`src/rtl/alu_result_stage_pkg.sv`:
```
// rtl/alu_result_stage_pkg.sv - shared widths and occupancy encoding for the ALU result stage
// Purpose: default widths shared with the 16:1 result mux and the ALU, plus the
//          occupancy state type used by the output skid stage.
// Ports:   none (package)
package alu_result_stage_pkg;

  localparam int ALU_DATA_W = 32;
  localparam int ALU_CTRL_W = 4;
  localparam int ALU_CNT_W  = 16;

  // Occupancy of the MAIN/SKID pair: no entry, MAIN only, MAIN and SKID.
  typedef enum logic [1:0] {
    OCC_EMPTY = 2'd0,
    OCC_ONE   = 2'd1,
    OCC_FULL  = 2'd2
  } occ_state_t;

endpackage

```
`src/rtl/alu_flags.sv`:
```
// rtl/alu_flags.sv - combinational zero/negative flag derivation for an ALU result
// Purpose: derives zero and negative flags from a result word; reused by the ALU top.
// Ports:
//   result    in   DATA_W  result word
//   zero      out  1       result == 0
//   negative  out  1       result sign bit
module alu_flags
  import alu_result_stage_pkg::*;
#(
  parameter int DATA_W = ALU_DATA_W
) (
  input  logic [DATA_W-1:0] result,
  output logic              zero,
  output logic              negative
);

  assign zero     = (result == '0);
  assign negative = result[DATA_W-1];

endmodule

```
`src/rtl/alu_result_stage.sv`:
```
// rtl/alu_result_stage.sv - registered ALU result output stage with 2-entry skid buffer
// Purpose: captures mux result + select code, attaches zero/negative flags on accept,
//          and delivers them over valid/ready with a registered in_ready.
// Ports:
//   clk, rst_n                 clock, asynchronous active-low reset
//   in_valid/in_ready          upstream handshake (in_ready is a register)
//   in_result/in_control       mux result and the select code that produced it
//   out_valid/out_ready        downstream handshake
//   out_result/out_control     registered payload (MAIN entry)
//   out_zero/out_negative      flags captured with the payload
//   out_count                  completed output handshakes, wrapping
module alu_result_stage
  import alu_result_stage_pkg::*;
#(
  parameter int DATA_W = ALU_DATA_W,
  parameter int CTRL_W = ALU_CTRL_W,
  parameter int CNT_W  = ALU_CNT_W
) (
  input  logic              clk,
  input  logic              rst_n,
  input  logic              in_valid,
  output logic              in_ready,
  input  logic [DATA_W-1:0] in_result,
  input  logic [CTRL_W-1:0] in_control,
  output logic              out_valid,
  input  logic              out_ready,
  output logic [DATA_W-1:0] out_result,
  output logic [CTRL_W-1:0] out_control,
  output logic              out_zero,
  output logic              out_negative,
  output logic [CNT_W-1:0]  out_count
);

  occ_state_t state, state_next;

  logic accept;
  logic deliver;
  logic load_main_in;
  logic load_main_skid;
  logic load_skid;

  logic              in_zero;
  logic              in_negative;
  logic [DATA_W-1:0] skid_result;
  logic [CTRL_W-1:0] skid_control;
  logic              skid_zero;
  logic              skid_negative;

  // Flags are attached at capture time so out_* never depends on a late compare.
  alu_flags #(.DATA_W(DATA_W)) u_flags (
    .result   (in_result),
    .zero     (in_zero),
    .negative (in_negative)
  );

  assign out_valid = (state != OCC_EMPTY);
  assign accept    = in_valid & in_ready;
  assign deliver   = out_valid & out_ready;

  always_comb begin
    state_next     = state;
    load_main_in   = 1'b0;
    load_main_skid = 1'b0;
    load_skid      = 1'b0;
    case (state)
      OCC_EMPTY: begin
        if (accept) begin
          load_main_in = 1'b1;
          state_next   = OCC_ONE;
        end
      end
      OCC_ONE: begin
        if (accept && deliver) begin
          load_main_in = 1'b1;
        end else if (accept) begin
          load_skid  = 1'b1;
          state_next = OCC_FULL;
        end else if (deliver) begin
          state_next = OCC_EMPTY;
        end
      end
      OCC_FULL: begin
        if (deliver) begin
          load_main_skid = 1'b1;
          state_next     = OCC_ONE;
        end
      end
      default: state_next = OCC_EMPTY;
    endcase
  end

  // in_ready is computed from the next occupancy so it stays a pure flop output.
  always_ff @(posedge clk or negedge rst_n) begin
    if (!rst_n) begin
      state    <= OCC_EMPTY;
      in_ready <= 1'b1;
    end else begin
      state    <= state_next;
      in_ready <= (state_next != OCC_FULL);
    end
  end

  always_ff @(posedge clk or negedge rst_n) begin
    if (!rst_n) begin
      out_result   <= '0;
      out_control  <= '0;
      out_zero     <= 1'b0;
      out_negative <= 1'b0;
    end else if (load_main_in) begin
      out_result   <= in_result;
      out_control  <= in_control;
      out_zero     <= in_zero;
      out_negative <= in_negative;
    end else if (load_main_skid) begin
      out_result   <= skid_result;
      out_control  <= skid_control;
      out_zero     <= skid_zero;
      out_negative <= skid_negative;
    end
  end

  always_ff @(posedge clk or negedge rst_n) begin
    if (!rst_n) begin
      skid_result   <= '0;
      skid_control  <= '0;
      skid_zero     <= 1'b0;
      skid_negative <= 1'b0;
    end else if (load_skid) begin
      skid_result   <= in_result;
      skid_control  <= in_control;
      skid_zero     <= in_zero;
      skid_negative <= in_negative;
    end
  end

  always_ff @(posedge clk or negedge rst_n) begin
    if (!rst_n) begin
      out_count <= '0;
    end else if (deliver) begin
      out_count <= out_count + CNT_W'(1);
    end
  end

endmodule

```
`config.mk`:
```
export PLATFORM = sky130hd
export DESIGN_NAME = alu_result_stage
export DESIGN_NICKNAME = d
export VERILOG_FILES = /design/src/rtl/alu_result_stage_pkg.sv /design/src/rtl/alu_flags.sv /design/src/rtl/alu_result_stage.sv
export SDC_FILE = /design/constraint.sdc
export NUM_CORES = 1
export LEC_CHECK = 0
export BUFFER_PORTS_ARGS = -buffer_cell sky130_fd_sc_hd__buf_2
export CAP_MARGIN = 20
export CELL_PAD_IN_SITES_DETAIL_PLACEMENT = 2
export CELL_PAD_IN_SITES_GLOBAL_PLACEMENT = 2
export CORE_UTILIZATION = 28
export CTS_CLUSTER_DIAMETER = 100
export CTS_CLUSTER_SIZE = 8
export DETAILED_ROUTE_END_ITERATION = 10
export GPL_ROUTABILITY_DRIVEN = 0
export PLACE_DENSITY = 0.63
export SETUP_SLACK_MARGIN = 0.1
export SLEW_MARGIN = 20
export SYNTH_ARGS = -nofsm -noshare
export SYNTH_HDL_FRONTEND = slang
export SYNTH_HIERARCHICAL = 1
export SYNTH_SLANG_ARGS = --single-unit
```
`constraint.sdc`:
```
create_clock -name clk -period 1.9 [get_ports clk]
set_input_delay 0.19 -clock clk [delete_from_list [all_inputs] [get_ports clk]]
set_output_delay 0.19 -clock clk [all_outputs]
set_load 0.01 [all_outputs]
```
After elaboration in Yosys (flattened, before gate mapping)

Cells that the tools add are included.

Eq/ne operators: 3
Muxes and demuxes: 21
Add/sub/neg operators: 1
Reduce and logical (&&, ||, !) cells: 5
Bitwise gates (word level): 2

Operators with widths:

| cell                                                | number |
|---|---|
| two-way mux 32 bit                                  | 2 |
| logical NOT 32 bit                                  | 1 |
| adder 16 x 1 -> 16 bit, second input constant       | 1 |
| two-way mux 1 bit                                   | 10 |
| two-way mux 2 bit                                   | 5 |
| two-way mux 4 bit                                   | 2 |
| one-hot mux 2 bit (3 select lines)                  | 1 |
| nonzero test 2 bit                                  | 2 |
| bitwise AND 1 bit                                   | 2 |
| equality test 2 x 1 -> 1 bit, second input constant | 1 |
| equality test 2 bit, second input constant          | 1 |
| logical NOT 2 bit                                   | 1 |
| != test 2 bit, second input constant                | 1 |
| one-hot mux 1 bit (2 select lines)                  | 1 |
| logical AND 1 bit                                   | 1 |

Input bits: 40
Register bits: 95
Output and inout port bits: 56
Logic and storage cells: 43

Logic depth before layout (Yosys ltp)

Depth in word-level cells: 7
Gate-level depth with buffers: 6
Depth with buffers taken out: 5

Cells and area by module

Netlist, hierarchy kept.

Modules (own cells, without submodules):

| module           | instances | seq. area each (um^2) | area each (um^2) | cells each |
|---|---|---|---|---|
| alu_result_stage | 1         | 2378.5                | 4121.5           | 283 |
| alu_flags        | 1         | 0.0                   | 80.1             | 12 |

Worst setup path after synthesis

No wires, ideal clock.

Path type: reg2reg
From: register in_ready
To: register skid_control[0]
Cell stages (with the launch flop): 7
Required time: 1.775 ns
Clock period less this slack: 1.603 ns
Arrival: 1.478 ns
Setup time: 0.125 ns
Slack: 0.297 ns
Buffers on the path: 2
Cells stage by stage: dfstp_2 > nand2_1 > nor2_1 > and2_1 > buf_6 > buf_6 > mux2_4

Cells in the longest elaborated chain, start to end: 4
Elaborated cells between the ends (all ways): 5
Those cells by class: mux: 3; bitwise: 1; reduce/logical: 1

Ends and longest elaborated chain:

| item                                                          | line                                           | text |
|---|---|---|
| start, declared                                               | alu_result_stage.sv:22                         | `output logic in_ready,` |
| start signal, assigned                                        | alu_result_stage.sv:99                         | `in_ready <= (state_next != OCC_FULL);` |
| bitwise AND 1 bit *                                           | alu_result_stage.sv:57                         | `assign accept = in_valid & in_ready;` |
| two-way mux 1 bit / logical AND 1 bit (equally long branches) | alu_result_stage.sv:75, alu_result_stage.sv:73 |  |
| two-way mux 1 bit *                                           | alu_result_stage.sv:73                         | `if (accept && deliver) begin` |
| two-way mux 1 bit *                                           | alu_result_stage.sv:65                         | `case (state)` |
| end signal, assigned                                          | alu_result_stage.sv:130                        | `skid_control <= in_control;` |
| end, declared                                                 | alu_result_stage.sv:45                         | `logic [CTRL_W-1:0] skid_control;` |

Mark *: on every way between the ends. The rest lies on a longest branch, timed or not.
A chain may end at the register's enable or synchronous reset.

Worst setup path in the final report

From: register in_ready
To: register skid_result[16]

Cells in the longest elaborated chain, start to end: 4
Elaborated cells between the ends (all ways): 5
Those cells by class: mux: 3; bitwise: 1; reduce/logical: 1

Ends and longest elaborated chain:

| item                                                          | line                                           | text |
|---|---|---|
| bitwise AND 1 bit *                                           | alu_result_stage.sv:57                         |  |
| two-way mux 1 bit / logical AND 1 bit (equally long branches) | alu_result_stage.sv:75, alu_result_stage.sv:73 |  |
| two-way mux 1 bit *                                           | alu_result_stage.sv:73                         |  |
| two-way mux 1 bit *                                           | alu_result_stage.sv:65                         |  |
| end signal, assigned                                          | alu_result_stage.sv:129                        | `skid_result <= in_result;` |
| end, declared                                                 | alu_result_stage.sv:44                         | `logic [DATA_W-1:0] skid_result;` |

Marked as above.

==> flow_summary_export.csv <==
group,metric,value,unit
synth,ys_ff_latch,95,
clock_network,root_buffer,"clkbuf_16",
placed_design,post-place-ws,0.0323,ns
pwr,leakagePower,0.00273,uW
global_routing,use_met1,20.2,%
timing,worst_pin_slew,0.608,ns
clock_network,numCtsBuffers,9,
pwr,irDropWorstVdd,0.000555,V
timing,hold_violations,0,
run_status,outcome,"finished clean",
worst_setup_path,worstSetupPathType,"flip-flop to flip-flop",
routing,drtAntennaViolNets,0,
layout,n_fill_cell,1496,
worst_setup_path,required,2.14,ns
routing,drtIter0Drc,102,
synth,yosysTopAreaCellShare,56.0,%
timing,maxSlewViolCount,0,
clock_network,numClockSinks,95,
global_routing,grt_max_degree,39,
routing,num_vias,2867,
layout,antenna_cells,0,
timing,maxSlewHeadroom,59.3,%
synth,synth_common_cells,"dfrtp_1 (94), a21o_1 (38), a22o_1 (38), mux2_4 (38), buf_6 (10)",
synth,synth_most_common_cell,"dfrtp_1",
worst_setup_path,crit_path_end_kind,"flip-flop",
job,maxCapViolCount,0,
layout,multiInputGateArea,1700,um^2
global_routing,met3_usage,4.25,%
worst_hold_path,min_from,"in_control[2]",
routing,drc,0,
floorplanning,fp.coreArea,14600,um^2
worst_setup_path,arrival,1.94,ns
synth,ys.flop_type,"dfrtp_1",
clock_network,htreeDepth,3,
worst_setup_path,start_kind,"flip-flop",
floorplanning,start_util,28.8,%
global_routing,track_usage,15.9,%
synth,synth-edff-count,0,
floorplanning,row_count,44,
floorplanning,die_y,124,um
clock_network,cts.clk_slew.worst_paths,0.07,ns
layout,regArea,2380,um^2
timing,setup-violations-final,0,
global_routing,antenna_found_initial,0,
routing,vias_per_cell,4.92,
synth,netlist_instances,295,
global_routing,top_usage_layer,"met2",
clock_network,cts_setup_buffers,0,
timing,fin_crit_sh,89.9,%
worst_hold_path,hold_class,"input pin to flip-flop",
layout,design_area,5260,um^2
timing,fin_skew,0.00495,ns
synth,avgSynthCellArea,14.2,um^2
routing,routed_wl,11.5,mm
placed_design,placed_area,4850,um^2
synth,yosysSeqAreaShare,56.6,%
global_routing,grt_pass1_vias,3258,
timing,rsz0062_at_grt,"no",
synth,synth_area_leaders,"dfrtp_1 (56%), mux2_4 (14%), a22o_1 (7.9%)",
clock_network,clk_path_buf_depth,2,
floorplanning,die_w,124,um
global_routing,overflow,0,
routing,wire_per_inst,19.8,um
global_routing,met2_usage,26.1,%
layout,drive_above_1_share,43.6,%
synth,netlist_area,4200,um^2
clock_network,clk_latency,0.35,ns
layout,syn2layout_area_growth,25.1,%
clock_network,tritoncts,"built",
floorplanning,ios,96,
synth,syn_nets,336,
global_routing,grt_first_pass_wirelength,18.8,mm
timing,period_minus_slack,1.71,ns
timing,tns,0,ns
layout,num-nets-final,435,
worst_setup_path,critPathMaxFanout,11,
floorplanning,die_area,15500,um^2
layout,finish.utilization,36.0,%
timing,fmax,586,MHz
synth,async_flop_share,100,%
routing,firstDrtPassIters,4,
placed_design,io_buffers,95,
synth,ys_warn_count,6,
pwr,p_per_area,1580,nW/um^2
worst_setup_path,startpoint,"in_ready$_DFF_PN1_",
timing,setup_ws,0.192,ns
synth,synth.distinct_cells,34,
synth,yosysTopAreaCell,"dfrtp_1",
worst_setup_path,rr_startpoint,"in_ready$_DFF_PN1_",
placed_design,dp.final_hpwl,7.31,mm
timing repair:
action | in CTS | in global routing
hold buffers | 1 | 0
hold endpoints to repair | 94 | 0
pin swaps | 1 | 0
cloned | 2 | 0
setup endpoints to repair | 67 | 29
resized for setup | 7 | 2
cell families after synthesis:
| kind of cell | Yosys count | synth area share (%) |
|---|---|---|
| and+or+nand+nor | 45 | 6.52 |
| xor gates and xnor gates | 15 | 3.13 |
| DFF | 95 | 56.6 |
| AOI/OAI and AO/OA | 80 | 15.5 |
| adders and majority gates | 1 | 0.298 |
| muxes | 40 | 14.1 |
| buffers and inverters | 19 | 3.81 |
stage by stage:
step / hold slack, ns / instances / total power [uW]
after detailed placement: 0.0352 / 564 / 6250
after global routing: 0.0872 / 583 / 8790
after CTS: 0.0736 / 583 / 8440
after global placement: 0.0270 / 564 / 6110
after floorplan: -0.106 / 295 / 5260
final: 0.0873 / 583 / 8300
worst max-delay path, cell delays in order, from the launching register on:
cell and delay, ns:
dfstp_2 0.56, nand2_2 0.10, nor2_2 0.12, and2_4 0.23, buf_4 0.26, mux2_4 0.32
final timing paths:
check	endpoint	depth (start not counted)	slack, ns
min	skid_control[2]$_DFFE_PN0P_	2	0.09
max in group asynchronous	skid_result[31]$_DFFE_PN0P_	3	1.10
max	skid_result[16]$_DFFE_PN0P_	5	0.19
min in group asynchronous	out_result[0]$_DFFE_PN0P_	2	0.22
min reg2reg	out_result[14]$_DFFE_PN0P_	1	0.47
max reg2reg	skid_result[16]$_DFFE_PN0P_	5	0.19
where the power goes:
group | switching (uW) | leakage [uW] | internal (uW)
Sequential | 580 | 0.00117 | 2900
Clock | 807 | 0.000158 | 1220
Combinational | 1260 | 0.00140 | 1530
flip-flops by register name, summed over array words and instances (netlist names):
name,cells
skid_result,32
skid_zero,1
out_zero,1
skid_negative,1
out_control,4
out_result,32
state,2
skid_control,4
in_ready,1
out_count,16
out_negative,1
per-layer routing:
layer	vias up	part of all wire (%)	routed length, um
li1	1277	-	-
met1	1508	46	5290
met2	71	49	5590
met3	11	4.3	494
met4	0	1.3	152
met5	-	0	0
cell type report:
cell class / instances / area share, %
Sequential cell: 95 / 45.3
Multi-Input combinational cell: 182 / 32.3
Timing Repair Buffer: 105 / 11.6
Clock buffer: 11 / 4.81
Tap cell: 184 / 4.38
Clock inverter: 5 / 1.52
Inverter: 1 / 0.0714
placed cells by master (no fill, tap or decap), drive strengths merged, types with 2 or more instances in the layout:
cell type	netlist	layout
a21o	38	38
a22o	38	38
and3	3	3
buf	17	104
bufinv	0	2
clkbuf	1	11
clkinvlp	0	2
dfrtp	94	94
mux2	39	39
nand2	7	7
nand3	5	5
nand4	3	3
nor2	9	10
nor3	3	3
nor4	9	9
or2	2	2
xnor2	9	9
xor2	6	6
(Power assumes the default switching activity.)
